**config.mk**
```make
export PLATFORM = sky130hd
export DESIGN_NAME = tile_barrier_node_flat
export DESIGN_NICKNAME = d
export VERILOG_FILES = /design/src/rtl/tile_barrier_pkg.sv /design/src/rtl/tile_barrier_if.sv /design/src/rtl/tile_barrier_gather.sv /design/src/rtl/tile_barrier_node.sv /design/src/flat_wrapper.sv
export SDC_FILE = /design/constraint.sdc
export NUM_CORES = 1
export LEC_CHECK = 0
export BUFFER_PORTS_ARGS = -buffer_cell sky130_fd_sc_hd__buf_2
export CAP_MARGIN = 0
export CORE_UTILIZATION = 46
export CTS_CLUSTER_SIZE = 8
export DETAILED_ROUTE_END_ITERATION = 7
export PLACE_DENSITY = 0.87
export SLEW_MARGIN = 20
export SYNTH_ARGS = -nofsm -noshare
export SYNTH_HDL_FRONTEND = slang
export SYNTH_SLANG_ARGS = --single-unit
```
**constraint.sdc**
```tcl
create_clock -name clk_i -period 1.65 [get_ports clk_i]
set_input_delay 0.33 -clock clk_i [delete_from_list [all_inputs] [get_ports clk_i]]
set_output_delay 0.33 -clock clk_i [all_outputs]
set_load 0.005 [all_outputs]
```
**src/rtl/tile_barrier_pkg.sv**
```systemverilog
// Shared constants and helpers for the tile barrier tree node.
// Optional macro TILE_BARRIER_OUTPUT_REG_EN registers data_o.
package tile_barrier_pkg;

  localparam int BARR_P  = 0;
  localparam int BARR_W  = 1;
  localparam int BARR_E  = 2;
  localparam int BARR_N  = 3;
  localparam int BARR_S  = 4;
  localparam int BARR_RW = 5;
  localparam int BARR_RE = 6;

  localparam int barr_dirs_default = 7;

  // Any dest index at or above the direction count marks the root.
  localparam int BARR_ROOT = barr_dirs_default;

  function automatic int lg_dirs(int dirs);
    int w;
    w = $clog2(dirs + 1);
    return (w < 1) ? 1 : w;
  endfunction

endpackage

```
**src/rtl/tile_barrier_if.sv**
```systemverilog
// Barrier flag bundle between a tree node and its tile neighbours.
// Optional macro TILE_BARRIER_OUTPUT_REG_EN does not affect this file.
interface tile_barrier_if
  import tile_barrier_pkg::*;
#(
    parameter int dirs_p = barr_dirs_default
);

    localparam int lg_dirs_lp = lg_dirs(dirs_p);

    logic [dirs_p-1:0]     data_i;
    logic [dirs_p-1:0]     data_o;
    logic [dirs_p-1:0]     src_r_i;
    logic [lg_dirs_lp-1:0] dest_r_i;

    modport master (
        output data_i,
        output src_r_i,
        output dest_r_i,
        input  data_o
    );

    modport slave (
        input  data_i,
        input  src_r_i,
        input  dest_r_i,
        output data_o
    );

endinterface

```
**src/rtl/tile_barrier_gather.sv**
```systemverilog
// Combinational sense-reversing gather of the participating child flags.
// Optional macro TILE_BARRIER_OUTPUT_REG_EN does not affect this file.
module tile_barrier_gather
  import tile_barrier_pkg::*;
#(
    parameter int dirs_p = barr_dirs_default
) (
    input  logic [dirs_p-1:0] data_r,
    input  logic [dirs_p-1:0] src_r,
    input  logic              sense_r,
    output logic              gather
);

    logic all_set;
    logic all_clr;

    // Non-participants read as "done" in both phases.
    assign all_set = &(data_r | ~src_r);
    assign all_clr = ~|(data_r & src_r);

    assign gather = sense_r ? ~all_clr : all_set;

endmodule

```
**src/rtl/tile_barrier_node.sv**
```systemverilog
// One node of the sense-reversing barrier tree, one per compute tile.
// Define TILE_BARRIER_OUTPUT_REG_EN to drive data_o from a register.
module tile_barrier_node
  import tile_barrier_pkg::*;
#(
    parameter int dirs_p = barr_dirs_default
) (
    input logic           clk_i,
    input logic           reset_n_i,
    tile_barrier_if.slave bus
);

    localparam int lg_dirs_lp = lg_dirs(dirs_p);

    logic [dirs_p-1:0]     data_r;
    logic                  sense_r;
    logic                  sense_n;
    logic                  gather;
    logic                  is_root;
    logic [lg_dirs_lp-1:0] dest;
    logic [dirs_p-1:0]     out_c;

    assign dest    = bus.dest_r_i;
    assign is_root = 32'(dest) >= dirs_p;

    tile_barrier_gather #(
        .dirs_p(dirs_p)
    ) u_gather (
        .data_r (data_r),
        .src_r  (bus.src_r_i),
        .sense_r(sense_r),
        .gather (gather)
    );

    // The root closes the loop itself; others follow the parent's release.
    always_comb begin
        sense_n = gather;
        if (!is_root) begin
            sense_n = data_r[dest];
        end
    end

    always_ff @(posedge clk_i) begin
        if (!reset_n_i) begin
            data_r  <= '0;
            sense_r <= 1'b0;
        end else begin
            data_r  <= bus.data_i;
            sense_r <= sense_n;
        end
    end

    // The upward gather overrides any src bit at the parent index.
    always_comb begin
        out_c = '0;
        if (reset_n_i) begin
            out_c = bus.src_r_i & {dirs_p{sense_r}};
            if (!is_root) begin
                out_c[dest] = gather;
            end
        end
    end

`ifdef TILE_BARRIER_OUTPUT_REG_EN
    logic [dirs_p-1:0] out_r;

    always_ff @(posedge clk_i) begin
        if (!reset_n_i) begin
            out_r <= '0;
        end else begin
            out_r <= out_c;
        end
    end

    assign bus.data_o = out_r;
`else
    assign bus.data_o = out_c;
`endif

endmodule

```
**src/flat_wrapper.sv**
```systemverilog
// flat-port wrapper written by rule: the top's interface ports become plain ports
module tile_barrier_node_flat import tile_barrier_pkg::*;
#(
    parameter int dirs_p = barr_dirs_default
)
  (clk_i, reset_n_i, bus_data_i, bus_src_r_i, bus_dest_r_i, bus_data_o);
  tile_barrier_if #(.dirs_p(dirs_p)) bus_i ();
  input logic clk_i;
  input logic reset_n_i;
  input wire logic [$bits(bus_i.data_i)-1:0] bus_data_i;
  input wire logic [$bits(bus_i.src_r_i)-1:0] bus_src_r_i;
  input wire logic [$bits(bus_i.dest_r_i)-1:0] bus_dest_r_i;
  output wire logic [$bits(bus_i.data_o)-1:0] bus_data_o;
  assign bus_i.data_i = bus_data_i;
  assign bus_i.src_r_i = bus_src_r_i;
  assign bus_i.dest_r_i = bus_dest_r_i;
  assign bus_data_o = bus_i.data_o;
  tile_barrier_node #(.dirs_p(dirs_p)) u_core (.clk_i(clk_i), .reset_n_i(reset_n_i), .bus(bus_i));
endmodule
```
==> impl_metrics.tcl <==
set metrics [dict create \
    netlist_area_um2 636.9 \
    first_global_vias 590 \
    relSlewSlack_pct 74.50 \
    synthMuxAreaShare_pct 4.126 \
    synth-simple-area-share_pct 30.65 \
    maxCapViolCount 0 \
    final_nets 132 \
    fill_cells 111 \
    cpLargestDelayFamily "compound AO/OA/AOI/OAI gates" \
    violations "setup timing" \
    setup_slack_ns -0.4167 \
    arrival_ns 1.74 \
    crit_slowest_cell "a2111oi_4" \
    min_delay_worst_endpoint "u_core.data_r[4]$_SDFF_PN0_" \
    r2r-start "u_core.data_r[4]$_SDFF_PN0_" \
    grt_pass1_wl_mm 2.442 \
    r2r_end "u_core.sense_r$_SDFF_PN0_" \
    maxSlewViolCount 0 \
    cp.required_ns 1.32 \
    hold_depth 2 \
    final_antenna_net_count 0 \
    tightest_slew_ns 0.3825 \
    die_x_um 39.21 \
    reg2reg_slack_ns 0.27 \
    min_path_type "in2reg" \
    clock_path_buffers 2 \
    grt_max_degree 14 \
    multi_input_area_um2 454.2 \
    synth_compound_area_share_pct 35.17 \
    synth.largest_area_cell "dfxtp_1" \
    synth_common_cells "dfxtp_1 (8), and2_1 (7), nor2b_1 (7)" \
    grt_antenna_before_repair 0 \
    die_y_um 39.21 \
    synth.top_cell.area_share_pct 25.15 \
    fmax_mhz 483.9 \
    crit_path_end_kind "output port" \
    drc_errors 0 \
    status "finished, violations left" \
    overflow 0 \
    fin_crit_sh_pct 125.3 \
    core_area_um2 1301 \
    path_class "reg2out" \
    rsz0062_at_grt "yes" \
    drtIter0Drc 28 \
    io_buffers 25 \
    power_density_nw_per_um2 575.4 \
    cts.sinks 8 \
    synth-adder-area-share_pct 0 \
    synthFlopType "dfxtp_1" \
    die_area_um2 1537 \
    wire_per_inst_um 13.76 \
    drive_above_1_share_pct 47.75 \
    final_util_pct 69.52 \
    vias 725 \
    area_growth_pct 42.04 \
    worstPathMaxFanout 4 \
    viasPerCell 5.754 \
    skew_ns 0.004299 \
    detail_route.first_pass.iterations 4 \
    cp_cell_sequence "nor2b_2 > a2111oi_4 > a32oi_2 > o32ai_2 > buf_2" \
    cts_hold_buf 0 \
    hold_viol 0 \
    yosys-top-cells-area "dfxtp_1 (25%), a2111oi_4 (8.6%), and2_1 (6.9%), nor2b_1 (6.9%), nand3_1 (4.7%)" \
    clk_pin_slew_ns 0.05 \
    ys_async_sr_fraction_pct 0 \
    n_antenna_cell 0 \
    grt_usage_pct 22.61 \
    fin_crit_ns 2.067 \
    start_util_pct 48.94 \
    setup_viol 7 \
    ys_types 26 \
    rows 13 \
    timing.hold.ws_ns 0.2958 \
    synthCells 74 \
    avgSynthCellArea_um2 8.606 \
    cts-htree-levels 1 \
    ir_drop_v 0.0007177 \
    min_from "bus_data_i[4]" \
    cts_tree "built" \
    slowest_delay_ns 0.43 \
    syn_nets 93 \
    ff_latch_area_um2 163.9 \
    synth_edf_count 0 \
    leakagePower_nw 0.3912 \
    cp.buffers_inverters 1 \
    yosys.area_share.xor_xnor_pct 0 \
    start_kind "flip-flop" \
    synth_top_family_by_area "compound AO/OA/AOI/OAI gates" \
    synth.most_common_cell "dfxtp_1" \
    finalWirelength_mm 1.734 \
    cts_root_buf "clkbuf_4" \
    ys_seq_area_share_pct 25.15 \
    yosys_warnings 0 \
    r2r_cells 4 \
    pin_count 26 \
    fin_setup_tns_ns -2.655 \
    gp_congestion 0.8399 \
    numCtsBuffers 3 \
    dp_hpwl_mm 1.353 \
    worstSkewPairLatency_ns 0.24 \
    ys_seq_elements 8 \
]
-- logic make-up (layout without fill, tap and decap cells) --
logic type / Yosys count / count (layout)
buffers and inverters: 8 / 45
DFF: 8 / 8
and+or+nand+nor: 35 / 35
muxes: 1 / 1
AOI/OAI and AO/OA: 22 / 22
-- worst max-delay path by stage --
stage	start	endpoint	slack, ns	depth (start not counted)
2_1_floorplan	bus_src_r_i[5]	bus_data_o[0]	0.10	4
3_3_place_gp	bus_src_r_i[5]	bus_data_o[0]	-0.21	6
3_5_place_dp	bus_src_r_i[6]	bus_data_o[4]	-0.32	6
4_1_cts	u_core.data_r[4]$_SDFF_PN0_	bus_data_o[0]	-0.41	5
5_1_grt	u_core.data_r[0]$_SDFF_PN0_	bus_data_o[0]	-0.53	5
6_report	u_core.data_r[0]$_SDFF_PN0_	bus_data_o[0]	-0.42	5
-- timing repair --
action	CTS	global route
pin swaps	8	3
resized for setup	9	1
setup endpoints to repair	7	7
endpoints found under the hold margin	0	0
buffers inserted	1	0
-- stage by stage --
stage,cells,setup slack [ns],instance area [um^2],power [W]
floorplan,74,0.1047,636.9,0.0003014
global placement,122,-0.2091,858.3,0.0003721
detailed placement,122,-0.3200,858.3,0.0003783
CTS,126,-0.4150,902.1,0.0005216
global route,126,-0.5282,904.6,0.0005542
finish,126,-0.4167,904.6,0.0005205
-- flip-flops by register name, indices dropped and copies added (netlist names) --
name / cells
u_core.data_r: 7
u_core.sense_r: 1
-- per-layer routing --
layer / vias to the layer above / part of all wire (%) / track usage, %
met3: 2 / 6.9 / 2.890
met1: 316 / 44 / 30.31
met5: - / 0 / 0
met2: 46 / 48 / 38.33
li1: 361 / - / -
met4: 0 / 0.92 / 4.310
-- power by group --
| part | internal, W | total [W] | switching [W] |
|---|---|---|---|
| registers | 0.000206 | 0.000217 | 0.0000104 |
| logic | 0.0000874 | 0.000172 | 0.0000846 |
| clock network | 0.0000821 | 0.000132 | 0.0000498 |
| total | 0.000376 | 0.000520 | 0.000145 |
-- placed cells by master, fill, tap and decap left out, types with 2 or more instances in the layout --
cell       Yosys  layout
clkbuf_4       0       3
nand3_1        6       6
a22oi_1        2       2
dfxtp_2        0       3
and2_1         7       7
a21oi_1        3       3
buf_2          1      25
o21ai_1        0       3
nor2b_1        7       6
nor3_1         3       3
inv_1          3       2
nor2_1         3       3
o32ai_1        3       3
nand2_1        5       5
a2111oi_4      2       2
o2111ai_1      3       3
buf_4          0      13
dfxtp_1        8       5
nand2b_1       2       2
-- final cells by class --
class,count,area share [%]
multi-input combinational,58,50.21
clock buffer,3,2.490
inverter,3,1.245
timing repair buffer,39,25.86
sequential,8,18.12
tap,15,2.075
No activity file was read; power rests on OpenSTA's default activity.
